[config.mk]
export PLATFORM = sky130hd
export DESIGN_NAME = sseg_banner_scheduler
export DESIGN_NICKNAME = d
export VERILOG_FILES = /design/src/rtl/sseg_banner_scheduler_pkg.sv /design/src/rtl/sseg_tick_div.sv /design/src/rtl/sseg_banner_scheduler.sv
export SDC_FILE = /design/constraint.sdc
export NUM_CORES = 1
export LEC_CHECK = 0
export BUFFER_PORTS_ARGS = -buffer_cell sky130_fd_sc_hd__buf_4
export CAP_MARGIN = 25
export CORE_ASPECT_RATIO = 1.75
export CORE_MARGIN = 3
export CORE_UTILIZATION = 57
export CTS_CLUSTER_SIZE = 12
export DETAILED_ROUTE_END_ITERATION = 8
export PLACE_DENSITY = 0.79
export SETUP_SLACK_MARGIN = 0.15
export SYNTH_ARGS = -nofsm -noshare
export SYNTH_HDL_FRONTEND = slang
export SYNTH_HIERARCHICAL = 1
export SYNTH_SLANG_ARGS = --single-unit
[constraint.sdc]
create_clock -name clk -period 5.8 [get_ports clk]
set_clock_uncertainty 0.2 [all_clocks]
set_input_delay 0.29 -clock clk [delete_from_list [all_inputs] [get_ports clk]]
set_output_delay 0.29 -clock clk [all_outputs]
set_load 0.01 [all_outputs]
[src/rtl/sseg_banner_scheduler_pkg.sv]
// sseg_banner_scheduler_pkg: scan state encoding and index-width helper
package sseg_banner_scheduler_pkg;
  typedef enum logic {ST_GUARD = 1'b0, ST_SCAN = 1'b1} state_t;
  function automatic int idx_w(input int n);
    return n > 1 ? $clog2(n) : 1;
  endfunction
endpackage

[src/rtl/sseg_tick_div.sv]
// sseg_tick_div: enable-gated cycle divider, tick high on the last enabled cycle of each DIV-cycle period
// ports: clk, reset (sync, active-high), en (count enable), clr (restart from 0), tick (terminal count, combinational)
module sseg_tick_div import sseg_banner_scheduler_pkg::*; #(
  parameter int DIV = 2
) (
  input  logic clk,
  input  logic reset,
  input  logic en,
  input  logic clr,
  output logic tick
);
  localparam int W = idx_w(DIV);
  logic [W-1:0] cnt;
  assign tick = en && cnt == W'(DIV - 1);
  always_ff @(posedge clk)
    if (reset || clr) cnt <= '0;
    else if (en) cnt <= tick ? '0 : cnt + W'(1);
endmodule

[src/rtl/sseg_banner_scheduler.sv]
// sseg_banner_scheduler: multiplexed 7-seg scanner rotating a loadable hex banner on frame boundaries
// ports: clk, reset (sync, active-high); load_valid/load_data/load_ready banner load handshake;
//        run/dir/blank rotation and display control; anodes (active low, msb = leftmost), digit,
//        rot_ptr, frame_start (pulse when position 0 lights)
module sseg_banner_scheduler import sseg_banner_scheduler_pkg::*; #(
  parameter int N_DIGITS   = 4,
  parameter int BANNER_LEN = 16,
  parameter int SCAN_DIV   = 100_000,
  parameter int GUARD_DIV  = 1_000,
  parameter int ROT_DIV    = 25_000_000
) (
  input  logic                            clk,
  input  logic                            reset,
  input  logic                            load_valid,
  input  logic [4*BANNER_LEN-1:0]         load_data,
  output logic                            load_ready,
  input  logic                            run,
  input  logic                            dir,
  input  logic                            blank,
  output logic [N_DIGITS-1:0]             anodes,
  output logic [3:0]                      digit,
  output logic [idx_w(BANNER_LEN)-1:0]    rot_ptr,
  output logic                            frame_start
);
  localparam int PW = idx_w(BANNER_LEN);
  localparam int QW = idx_w(N_DIGITS);
  state_t state, state_n;
  logic [QW-1:0] pos, pos_n;
  logic [BANNER_LEN-1:0][3:0] banner;
  logic [PW-1:0] rot_n;
  logic [PW:0] sum, idx;
  logic step_pending, g_tick, s_tick, r_tick, ld, start, apply, scan_end;
  assign ld = load_valid & load_ready;
  assign scan_end = state == ST_SCAN && s_tick;
  // guard and scan phases have their own terminal counts, so each gets a divider
  sseg_tick_div #(.DIV(GUARD_DIV)) u_guard (.clk(clk), .reset(reset), .en(state == ST_GUARD), .clr(ld), .tick(g_tick));
  sseg_tick_div #(.DIV(SCAN_DIV)) u_scan (.clk(clk), .reset(reset), .en(state == ST_SCAN), .clr(ld), .tick(s_tick));
  sseg_tick_div #(.DIV(ROT_DIV)) u_rot (.clk(clk), .reset(reset), .en(run), .clr(ld | ~run), .tick(r_tick));
  always_comb begin
    start = state == ST_GUARD && g_tick;
    apply = start && pos == '0 && step_pending;
    rot_n = !apply ? rot_ptr
          : dir ? (rot_ptr == '0 ? PW'(BANNER_LEN - 1) : rot_ptr - PW'(1))
          : (rot_ptr == PW'(BANNER_LEN - 1) ? '0 : rot_ptr + PW'(1));
    state_n = ld ? ST_GUARD : start ? ST_SCAN : scan_end ? ST_GUARD : state;
    pos_n = ld ? '0 : !scan_end ? pos : pos == QW'(N_DIGITS - 1) ? '0 : pos + QW'(1);
    // rot_n and pos are both below BANNER_LEN, so one conditional subtract wraps the sum
    sum = (PW+1)'(rot_n) + (PW+1)'(pos);
    idx = sum >= (PW+1)'(BANNER_LEN) ? sum - (PW+1)'(BANNER_LEN) : sum;
  end
  always_ff @(posedge clk)
    if (reset) begin
      state <= ST_GUARD;
      pos <= '0;
      banner <= '0;
      rot_ptr <= '0;
      step_pending <= 1'b0;
      anodes <= '1;
      digit <= '0;
      frame_start <= 1'b0;
      load_ready <= 1'b0;
    end else begin
      state <= state_n;
      pos <= pos_n;
      load_ready <= 1'b1;
      rot_ptr <= ld ? '0 : rot_n;
      step_pending <= ld ? 1'b0 : r_tick ? 1'b1 : apply ? 1'b0 : step_pending;
      anodes <= state_n == ST_SCAN && !blank ? ~(N_DIGITS'(1) << (QW'(N_DIGITS - 1) - pos_n)) : '1;
      frame_start <= start && !ld && pos == '0;
      if (ld) banner <= load_data;
      if (start && !ld) digit <= banner[idx[PW-1:0]];
    end
endmodule
Word-level counts from Yosys, hierarchy flattened
Index checks and enable logic that the tools add are counted.
- bits in registers: 134
- input port bits: 70
- output and inout bits: 14
- word-level logic and storage cells: 88
- add/subtract/negate cells: 9
- magnitude comparators: 2
- eq/ne operators: 5
- shifts and indexed selects: 1
- mux-type cells: 19
- bitwise operators: 6
- reduce and logical (&&, ||, !) cells: 19
- operators with widths (kind ; number):
    adder 25 x 1 -> 25 bit (second input constant) ; 1
    equality test 25 bit (second input constant) ; 1
    two-way mux 25 bit ; 1
    two-way mux 4 bit ; 6
    adder 17 x 1 -> 17 bit (second input constant) ; 1
    equality test 17 bit (second input constant) ; 1
    two-way mux 17 bit ; 1
    binary-select mux 4 bit (select 4 bit) ; 1
    adder 10 x 1 -> 10 bit (second input constant) ; 1
    equality test 10 bit (second input constant) ; 1
    logical AND 1 bit ; 10
    two-way mux 10 bit ; 1
    subtractor 4 x 1 -> 4 bit (second input constant) ; 2
    two-way mux 1 bit ; 6
    two-way mux 2 bit ; 3
    adder 4 x 2 -> 5 bit ; 1
    >= comparator 5 bit (second input constant) ; 1
    less-than comparator 4 x 5 -> 1 bit (second input constant) ; 1
    adder 4 x 1 -> 4 bit (second input constant) ; 1
    equality test 4 bit (second input constant) ; 1
    logical NOT 4 bit ; 1
    inverter 4 bit ; 1
    OR reduction 2 bit ; 2
    left shift 1 x 2 -> 4 bit (first input constant) ; 1
    other kinds (10) ; 14

Logic depth before layout (Yosys ltp)
Gate-level depths: netlist (run 1).
- depth after elaboration: 11
- depth in mapped cells: 15

By module
The synthesis (run 1) kept the hierarchy.
- modules (own cells, without submodules) (module ; instances ; cells an instance ; area each (µm²)):
    sseg_banner_scheduler ; 1 ; 401 ; 3567.2
    sseg_tick_div (u_rot) ; 1 ; 144 ; 1262.5
    sseg_tick_div (u_scan) ; 1 ; 95 ; 838.3
    sseg_tick_div (u_guard) ; 1 ; 56 ; 489.2

Worst setup path before layout (run 1)
Ideal clock, no wire load.
- path type: register to register
- start: register u_guard.cnt[0]
- end: register digit[2]
- library setup time: 0.117 ns
- arrival: 4.507 ns
- data required time: 5.483 ns
- path slack: 0.975 ns
- stages on the path, launching flop included: 15
- cells stage by stage: dfxtp_1 -> ha_1 -> nand4_1 -> nor2_1 -> nand4b_4 -> a311oi_1 -> a221o_1 -> ha_1 -> inv_1 -> fa_1 -> clkbuf_2 -> clkbuf_1 -> mux4_2 -> mux4_1 -> a32o_1
- word-level cells in the longest chain between the ends: 11
- elaborated cells on any way between the ends: 13
- those cells by class: 2 x add/sub; 1 x order compare; 1 x eq/ne; 4 x mux; 5 x reduce/logical
- RTL lines (what ; line ; RTL):
    start: declaration ; sseg_tick_div.sv:13 ; logic [W-1:0] cnt;
    start signal: assignment ; sseg_tick_div.sv:17 ; else if (en) cnt <= tick ? '0 : cnt + W'(1);
    equality test 10 bit (*) ; sseg_tick_div.sv:14 ; assign tick = en && cnt == W'(DIV - 1);
    logical AND 1 bit (*) ; sseg_tick_div.sv:14 ;
    via g_tick ; sseg_banner_scheduler.sv:32 ; logic step_pending, g_tick, s_tick, r_tick, ld, start, apply, scan_end;
    logical AND 1 bit (*) ; sseg_banner_scheduler.sv:40 ; start = state == ST_GUARD && g_tick;
    logical AND 1 bit (*) (2 in series) ; sseg_banner_scheduler.sv:41 ; apply = start && pos == '0 && step_pending;
    two-way mux 4 bit (*) ; sseg_banner_scheduler.sv:42 ; rot_n = !apply ? rot_ptr
    via rot_n[0] ; sseg_banner_scheduler.sv:30 ; logic [PW-1:0] rot_n;
    adder 4 x 2 -> 5 bit (*) ; sseg_banner_scheduler.sv:48 ; sum = (PW+1)'(rot_n) + (PW+1)'(pos);
    subtractor 4 x 1 -> 4 bit or >= comparator 5 bit (tied branches) ; sseg_banner_scheduler.sv:49 ; idx = sum >= (PW+1)'(BANNER_LEN) ? sum - (PW+1)'(BANNER_LEN) : sum;
    two-way mux 4 bit (*) ; sseg_banner_scheduler.sv:49 ;
    binary-select mux 4 bit (select 4 bit) (*) ; sseg_banner_scheduler.sv:71 ; if (start && !ld) digit <= banner[idx[PW-1:0]];
    two-way mux 4 bit (implied by the code) (*) ; sseg_banner_scheduler.sv:71 ;
    end signal: assignment ; sseg_banner_scheduler.sv:71 ;
    end: declaration ; sseg_banner_scheduler.sv:21 ; output logic [3:0] digit,
The timed path passes the listed nets; every way through them passes the cells marked *. The select of a mux whose other input is x is not followed.
A chain may end at the register's enable or synchronous reset.

Worst setup path in the final report (run 1)
- start: register state
- end: register digit[0]
- word-level cells in the longest chain between the ends: 11
- elaborated cells on any way between the ends: 13
- those cells by class: 2 x add/sub; 1 x order compare; 4 x mux; 1 x bitwise; 5 x reduce/logical
- RTL lines (what ; line ; RTL):
    start: declaration ; sseg_banner_scheduler.sv:27 ; state_t state, state_n;
    start signal: assignment ; sseg_banner_scheduler.sv:63 ; state <= state_n;
    inverter 1 bit (*) ; sseg_banner_scheduler.sv:36 ; sseg_tick_div #(.DIV(GUARD_DIV)) u_guard (.clk(clk), .reset(reset), .en(state == ST_GUARD), .clr(ld), .tick(g_ ...
    logical AND 1 bit (*) ; sseg_tick_div.sv:14 ;
    via g_tick ; sseg_banner_scheduler.sv:32 ;
    logical AND 1 bit (*) ; sseg_banner_scheduler.sv:40 ;
    logical AND 1 bit (*) (2 in series) ; sseg_banner_scheduler.sv:41 ;
    two-way mux 4 bit (*) ; sseg_banner_scheduler.sv:42 ;
    via rot_n[0] ; sseg_banner_scheduler.sv:30 ;
    adder 4 x 2 -> 5 bit (*) ; sseg_banner_scheduler.sv:48 ;
    subtractor 4 x 1 -> 4 bit or >= comparator 5 bit (tied branches) ; sseg_banner_scheduler.sv:49 ;
    two-way mux 4 bit (*) ; sseg_banner_scheduler.sv:49 ;
    binary-select mux 4 bit (select 4 bit) (*) ; sseg_banner_scheduler.sv:71 ;
    two-way mux 4 bit (implied by the code) (*) ; sseg_banner_scheduler.sv:71 ;
Marked as above.

==> out/metrics.cfg, run 1 <==
[floorplanning]
ios = 84
rows = 49
core_area_um2 = 10400
dieHeight_um = 143
fp.dieW_um = 84.6
dieArea_um2 = 12100
start_util_pct = 59.1

[logic_synthesis]
synth.largest_area_cell = dfxtp_1
yosys_warnings = 6
synthArstFlopShare_pct = 0
netlist.area_leader.share_pct = 43.6
avgSynthCellArea_um2 = 8.85
synth_ff_type = dfxtp_1
ys_ff_latch = 134
syn_inst = 696
synth_area_um2 = 6160
ys_seq_area_share_pct = 43.6
synth_cell_types = 65
synthTopCellsByArea = dfxtp_1, nand2_1, a21oi_1
synth-edff-count = 0
synth_nets = 776

[power]
p_switching_uw = 521
combPwrFrac_pct = 7.3
power_frac_clock_pct = 48.2
cellLeakagePower_nw = 2.96
p_int_mw = 1.64
power_density_nw_per_um2 = 270
peakVddDrop_mv = 0.283
pwr-share-seq_pct = 44.5
switching_share_pct = 24.1

[finish]
final_nets = 909
seqCellArea_um2 = 2680
layout-drive-gt1-share_pct = 19.2
fillerInstances = 677
diodes = 0
areaGrowthSynthToFinish_pct = 30.2
layout.cells.non_filler = 969
multiInputGateArea_um2 = 3230

[timing]
slew_violations = 0
rsz0062_at_grt = no
min_period_ps = 4930
setup_viol = 0
max_clock_freq_ghz = 0.203
min_period_over_period_pct = 85.0
tightest_slew_ps = 753
postLayoutSetupSlackWorst_ps = 871
final.setup.tns_ps = 0
hold_viol_final = 0
relSlewSlack_pct = 49.8

[drt]
num_vias = 5742
drt_wl_total_um = 17200
drtIter0Drc = 362
drcViolationCount = 0
vias_per_cell = 5.93
ant_nets = 0
wl_per_cell_um = 17.8
drt_pre_antenna_iters = 5

[clocking]
postCtsSetupRepairBufs = 0
clk_pin_slew_worst_paths_ps = 60
root_buffer = clkbuf_16
clk_latency_ps = 420
cts_buffers = 17
cts_tree = built
cts_sinks = 134
cts_buffer_depth = 2
htreeDepth = 4

[setup_path]
r2r_cells = 14
path_class = reg -> reg
worstPathMaxFanout = 16
end_kind = flop
critPathRequiredTime_ps = 5900
rrSetupSlack_ps = 870
cp-start-kind = flop
crit_arrival_ps = 5030

[global_routing]
antenna_found_initial = 0
grt_pass1_vias = 5922
grt_max_degree = 74
grt_usage_pct = 29.5
grt_pass1_wl_um = 28300
overflow = 0

[placement]
numPortBuffers = 83
place_inst = 872
pre_cts_slack_ps = 953
routabilityCongestion = 0.847
post-dp-hpwl_um = 10800

[flow_run]
cap_violations = 0

[run_status]
status = finished clean

[hold_path]
whs_path_depth = 3
holdCritPathClass = in -> reg

## timing repair
item                                   in CTS  in global routing
hold buffers                               65                  0
gates resized for setup                     0                  0
endpoints found under the hold margin      68                  0
## power groups by stage
| stage | logic [mW] | registers [mW] | clock network [mW] |
|---|---|---|---|
| after floorplan | 0.0668 | 0.972 | 0 |
| after global placement | 0.111 | 0.980 | 0 |
| after detailed placement | 0.115 | 0.981 | 0 |
| after CTS | 0.151 | 0.961 | 1.05 |
| after global routing | 0.171 | 0.963 | 1.09 |
| final | 0.159 | 0.962 | 1.04 |
## cells in the final DEF (no fill, tap or decap), types with 4 or more instances in the layout
cell,count
a21oi_1,84
a32o_1,4
buf_4,86
clkbuf_16,17
dfxtp_1,134
dlygate4sd3_1,65
ha_1,9
inv_1,17
inv_6,7
mux4_1,4
mux4_2,16
nand2_1,159
nand2b_1,4
nand3_1,18
nand4_1,16
nor2_1,43
nor2b_1,4
nor3_1,10
nor4_1,8
o21ai_0,13
o31ai_1,7
or3_1,8
or4_1,6
xnor2_1,18
xor2_1,13
## area by class of cell
| cell class | count | share of cell area [%] |
|---|---|---|
| Clock buffer | 18 | 5.48 |
| Clock inverter | 14 | 1.75 |
| Inverter | 18 | 0.843 |
| Multi-Input combinational cell | 507 | 40.3 |
| Sequential cell | 134 | 33.5 |
| Tap cell | 127 | 1.98 |
| Timing Repair Buffer | 151 | 16.2 |
## cells in the mapped netlist (6+ instances only)
| cell | n |
|---|---|
| or4_1 | 6 |
| clkbuf_1 | 24 |
| dfxtp_1 | 134 |
| xor2_1 | 13 |
| nor3_1 | 10 |
| nand2_1 | 160 |
| o31ai_1 | 7 |
| nand4_1 | 16 |
| nor4_1 | 8 |
| o21ai_0 | 13 |
| or3_1 | 8 |
| inv_1 | 17 |
| xnor2_1 | 18 |
| a21oi_1 | 84 |
| nand3_1 | 18 |
| mux4_2 | 16 |
| nor2_1 | 43 |
| ha_1 | 9 |
## kinds of logic (layout without fill, tap and decap cells)
kind of cell	Yosys count	count (layout)	synth area share [%]
and+or+nand+nor	316	316	25.5
DFF	134	134	43.6
AOI/OAI and AO/OA	128	128	12.4
buffers and inverters	55	201	3.94
xor gates and xnor gates	32	32	4.67
muxes	21	21	7.72
adders and majority gates	10	10	2.15
## state kept, by name, summed over array words and instances, names as in the netlist, 2 cells and up
name	cells
banner	64
u_rot/cnt	25
u_scan/cnt	17
u_guard/cnt	10
anodes	4
digit	4
rot_ptr	4
pos	2
## metrics by stage
stage / util, % / total power, mW / hold WS [ps] / area (um^2)
global placement: 65.1 / 1.09 / 245 / 6790
finish: 76.9 / 2.16 / 24.2 / 8020
detailed placement: 65.1 / 1.10 / 247 / 6790
global route: 76.9 / 2.22 / 32.5 / 8020
CTS: 76.9 / 2.16 / 9.71 / 8020
floorplan: - / 1.04 / 205 / 6160
## critical path: stages, from the launching register on
cell and delay (ps):
dfxtp_1 440, inv_1 200, and2_2 200, nand4_1 180, nor2_1 480, nand4b_4 240
a311oi_1 310, a221o_1 200, ha_1 180, inv_1 50, fa_1 500, buf_4 300
mux4_2 550, mux4_1 510, a32o_1 270
## layer usage
layer	global-route usage (%)	part of all wire, %	up-vias
met5	0	0	-
met3	7.00	5.6	72
met4	16.9	5.6	0
met2	55.3	55	236
met1	29.1	33	2722
li1	-	-	2712
## path summary, 6_finish.rpt
| check | to | start |
|---|---|---|
| worst min register to register | banner[21] | banner[21] |
| worst max-delay path | digit[0] | state |
| worst max register to register | digit[0] | state |
| worst min-delay path | u_rot/cnt[0] | run |
(Power assumes the default switching activity.)
==> inputs of run 2 (changes only) <==
- clock period: 5.8 -> 4.9 ns (I/O delays scaled with it)
==> out/metrics.cfg, run 2 (synthesis results as in run 1) <==
[finish]
layout-drive-gt1-share_pct = 19.4
largestRegisters = banner (64), u_rot/cnt (25), u_scan/cnt (17)
layout_commonest_cell = nand2_1
final_cell_mix = nand2_1, dfxtp_1, buf_4
fillerInstances = 644
largest-register = banner
areaGrowthSynthToFinish_pct = 31.8
diodes = 0
largest_reg_flops = 64
final_nets = 912

[floorplanning]
rows = 49
core_area_um2 = 10400
ios = 84
dieHeight_um = 143
start_util_pct = 59.1
fp.dieW_um = 84.6
dieArea_um2 = 12100

[timing]
final.setup.tns_ps = 0
min_period_ps = 4530
setup_viol = 0
max_clock_freq_ghz = 0.221
relSlewSlack_pct = 49.1
fin_hold_ws_ps = 151
tightest_slew_ps = 763
min_period_over_period_pct = 92.5
hold_viol_final = 0
slew_violations = 0
rsz0062_at_grt = no

[drt]
wl_per_cell_um = 17.0
ant_nets = 0
num_vias = 5652
drtIter0Drc = 385
drcViolationCount = 0
drt_pre_antenna_iters = 5
drt_wl_total_um = 16500
vias_per_cell = 5.82

[setup_path]
crit_family = multiplexers
worstPathMaxFanout = 16
cp-start-kind = flop
critPathRequiredTime_ps = 5010
cp_common_cell = ha_1
end_kind = flop
slowest_stage = mux4_2
crit_arrival_ps = 4640
cpPeakStageDelay_ps = 550
path_buf_inv = 2
path_class = reg -> reg
path_cells = ha_1 > nand4_1 > nor2_2 > nand4b_4 > a311oi_1 > a221o_1 > ha_1 > inv_1 > fa_1 > buf_4 > mux4_2 > mux4_1 > a32o_1

[run_status]
status = finished clean

[clocking]
clk_pin_slew_worst_paths_ps = 60
htreeDepth = 4
clk_latency_ps = 420
cts_buffer_depth = 2
cts_tree = built
cts_buffers = 17
root_buffer = clkbuf_16
cts_sinks = 134

[placement]
post-dp-hpwl_um = 10500
routabilityCongestion = 0.840
numPortBuffers = 83

[global_routing]
grt_max_degree = 74
antenna_found_initial = 0
grt_pass1_vias = 5875
grt_pass1_wl_um = 27100
overflow = 0
grt_usage_pct = 28.0

[flow_run]
cap_violations = 0

[power]
power_density_nw_per_um2 = 337
peakVddDrop_mv = 0.328
power_mw = 2.73
cellLeakagePower_nw = 3.01

[hold_path]
holdCritPathClass = in -> reg

-- run 2: changes by cell type in the layout (fill, tap and decap cells not counted), sizes merged --
cell / delta
inv: -3
clkinvlp: -1
clkbuf: -1
buf: +2
bufinv: +4
dlygate4sd3: +1
-- run 2: stage by stage --
stage / setup slack, ps / cell area, um^2 / instances / utilization, %
after detailed placement: 357 / 6800 / 874 / 65.3
after global placement: 561 / 6800 / 874 / 65.3
final: 367 / 8120 / 971 / 77.9
after floorplan: 321 / 6160 / 696 / -
after CTS: 348 / 8110 / 971 / 77.8
after global routing: 154 / 8120 / 971 / 77.9
-- run 2: layer usage --
layer  up-vias  global-route usage [%]  share of wire (%)
met5         -                       0                  0
met4         0                    13.5                4.1
met3        61                    6.71                4.8
met2       203                    54.4                 56
met1      2678                    27.1                 35
li1       2710                       -                  -
-- run 2: path summary, 6_finish.rpt --
check / from / end / slack (ps) / cells after the start
worst max register to register: u_guard/cnt[0] / digit[1] / 370 / 13
worst min-delay path: dir / rot_ptr[1] / 150 / 5
worst max-delay path: u_guard/cnt[0] / digit[1] / 370 / 13
worst min register to register: banner[8] / banner[8] / 260 / 2
-- run 2: layout make-up --
type	instances	area (um^2)	area share (%)
Inverter	18	67.6	0.833
Timing Repair Buffer	154	1320	16.3
Tap cell	127	159	1.96
Multi-Input combinational cell	507	3240	39.9
Clock buffer	17	425	5.24
Sequential cell	134	2680	33.1
Clock inverter	14	223	2.74
-- run 2: what timing repair did --
action / CTS / global route
gates resized for setup: 0 / 1
setup buffers: 0 / 0
hold endpoints to repair: 70 / 0
hold buffers: 66 / 0
setup endpoints to repair: 0 / 4
-- run 2: worst min-delay path, cell delays in order --
cell and delay (ps):
buf_4 130, xnor2_1 80, nor2_1 80, a21oi_1 90, nor2_1 100
-- run 2: power breakdown --
group,internal (mW),total [mW],switching (mW)
logic,0.103,0.186,0.0832
registers,1.12,1.14,0.0202
clock network,0.907,1.41,0.503
total,2.13,2.73,0.607
==> inputs of run 3 (changes only) <==
- SETUP_SLACK_MARGIN: 0.15 -> 0.5
==> out/metrics.cfg, run 3 (synthesis results as in run 1) <==
[run_status]
status = finished clean

[setup_path]
end_kind = flop
cp-start-kind = flop
path_class = reg -> reg
critPathRequiredTime_ps = 5000
crit_arrival_ps = 4310
worstPathMaxFanout = 16

[power]
power_mw = 2.55
peakVddDrop_mv = 0.280
power_density_nw_per_um2 = 315
cellLeakagePower_nw = 2.99

[placement]
routabilityCongestion = 0.877
placed_cell_area_um2 = 6810
post-dp-hpwl_um = 10700
place_inst = 873
pre_cts_slack_ps = 475
numPortBuffers = 83

[finish]
largest_reg_flops = 64
diodes = 0
largest-register = banner
layout-drive-gt1-share_pct = 20.0
largestRegisters = banner (64), u_rot/cnt (25), u_scan/cnt (17)
layout.cells.non_filler = 973
final_cell_mix = nand2_1, dfxtp_1, buf_4
layout_commonest_cell = nand2_1
areaGrowthSynthToFinish_pct = 31.3
fin_area_um2 = 8080
final_nets = 913
utilization_pct = 77.5

[drt]
drt_wl_total_um = 16400
drt_pre_antenna_iters = 5
met2WireLength_um = 9030
wl_per_cell_um = 16.9
wl_met3_um = 746
drtIter0Drc = 310
m1WireLength_um = 5840
drcViolationCount = 0
ant_nets = 0
vias_per_cell = 5.76
routed.top_layer = met4
num_vias = 5601

[timing]
postLayoutSetupSlackWorst_ps = 691
min_period_over_period_pct = 85.9
hold_viol_final = 0
slew_violations = 0
setup_viol = 0
rsz0062_at_grt = no
fin_hold_ws_ps = 60.1
relSlewSlack_pct = 50.4
max_clock_freq_ghz = 0.238
final.setup.tns_ps = 0
min_period_ps = 4210
tightest_slew_ps = 745

[clocking]
cts_buffers = 17
clk_pin_slew_worst_paths_ps = 60
htreeDepth = 4
root_buffer = clkbuf_16
clk_latency_ps = 420
cts_buffer_depth = 2
cts_tree = built
cts_sinks = 134

[global_routing]
grt_usage_pct = 28.1
grt_max_degree = 74
antenna_found_initial = 0
overflow = 0
grt_pass1_vias = 5671
grt_pass1_wl_um = 26900

[floorplanning]
core_area_um2 = 10400
rows = 49
dieHeight_um = 143
fp.dieW_um = 84.6
ios = 84
start_util_pct = 59.1
dieArea_um2 = 12100

[flow_run]
cap_violations = 0

[hold_path]
holdCritPathClass = in -> reg

-- run 3: what timing repair did --
action | in CTS | in global routing
hold buffers | 66 | 0
endpoints found under the hold margin | 70 | 0
pin swaps | 1 | 0
setup buffers | 1 | 0
resized for setup | 1 | 4
endpoints found under the setup margin | 3 | 4
-- run 3: final cells by class --
type,count,area [um^2]
repair buffers,155,1350
multi-input cells,507,3240
inverters,18,67.6
fillers,677,2340
clock inverters,14,143
flip-flops and latches,134,2690
clock buffers,18,429
well taps,127,159
-- run 3: power by group --
group          leakage, nW  internal (mW)  switching [mW]
logic                 1.63          0.104          0.0823
registers             1.09           1.12          0.0215
clock network        0.271          0.712           0.509
-- run 3: routing by layer --
metal / GRT usage [%] / vias to the layer above
met3: 7.46 / 45
li1: - / 2727
met2: 52.9 / 195
met5: 0 / -
met1: 27.8 / 2634
met4: 14.4 / 0
-- run 3: critical path: stages, from the launching register on --
cell	delay, ps
dfxtp_2	380
ha_2	240
nand4_1	170
nor2_4	190
nand4b_4	160
a311oi_1	300
a221o_1	170
ha_1	160
inv_1	60
fa_1	540
buf_12	190
mux4_2	510
mux4_1	530
a32o_1	280
-- run 3: worst paths after layout --
| check | startpoint | endpoint | slack, ps | cells past startpoint |
|---|---|---|---|---|
| setup / recovery | u_guard/cnt[1] | digit[1] | 690 | 13 |
| hold / removal | load_valid | banner[8] | 60 | 4 |
| setup reg to reg | u_guard/cnt[1] | digit[1] | 690 | 13 |
| hold reg to reg | banner[28] | banner[28] | 260 | 2 |
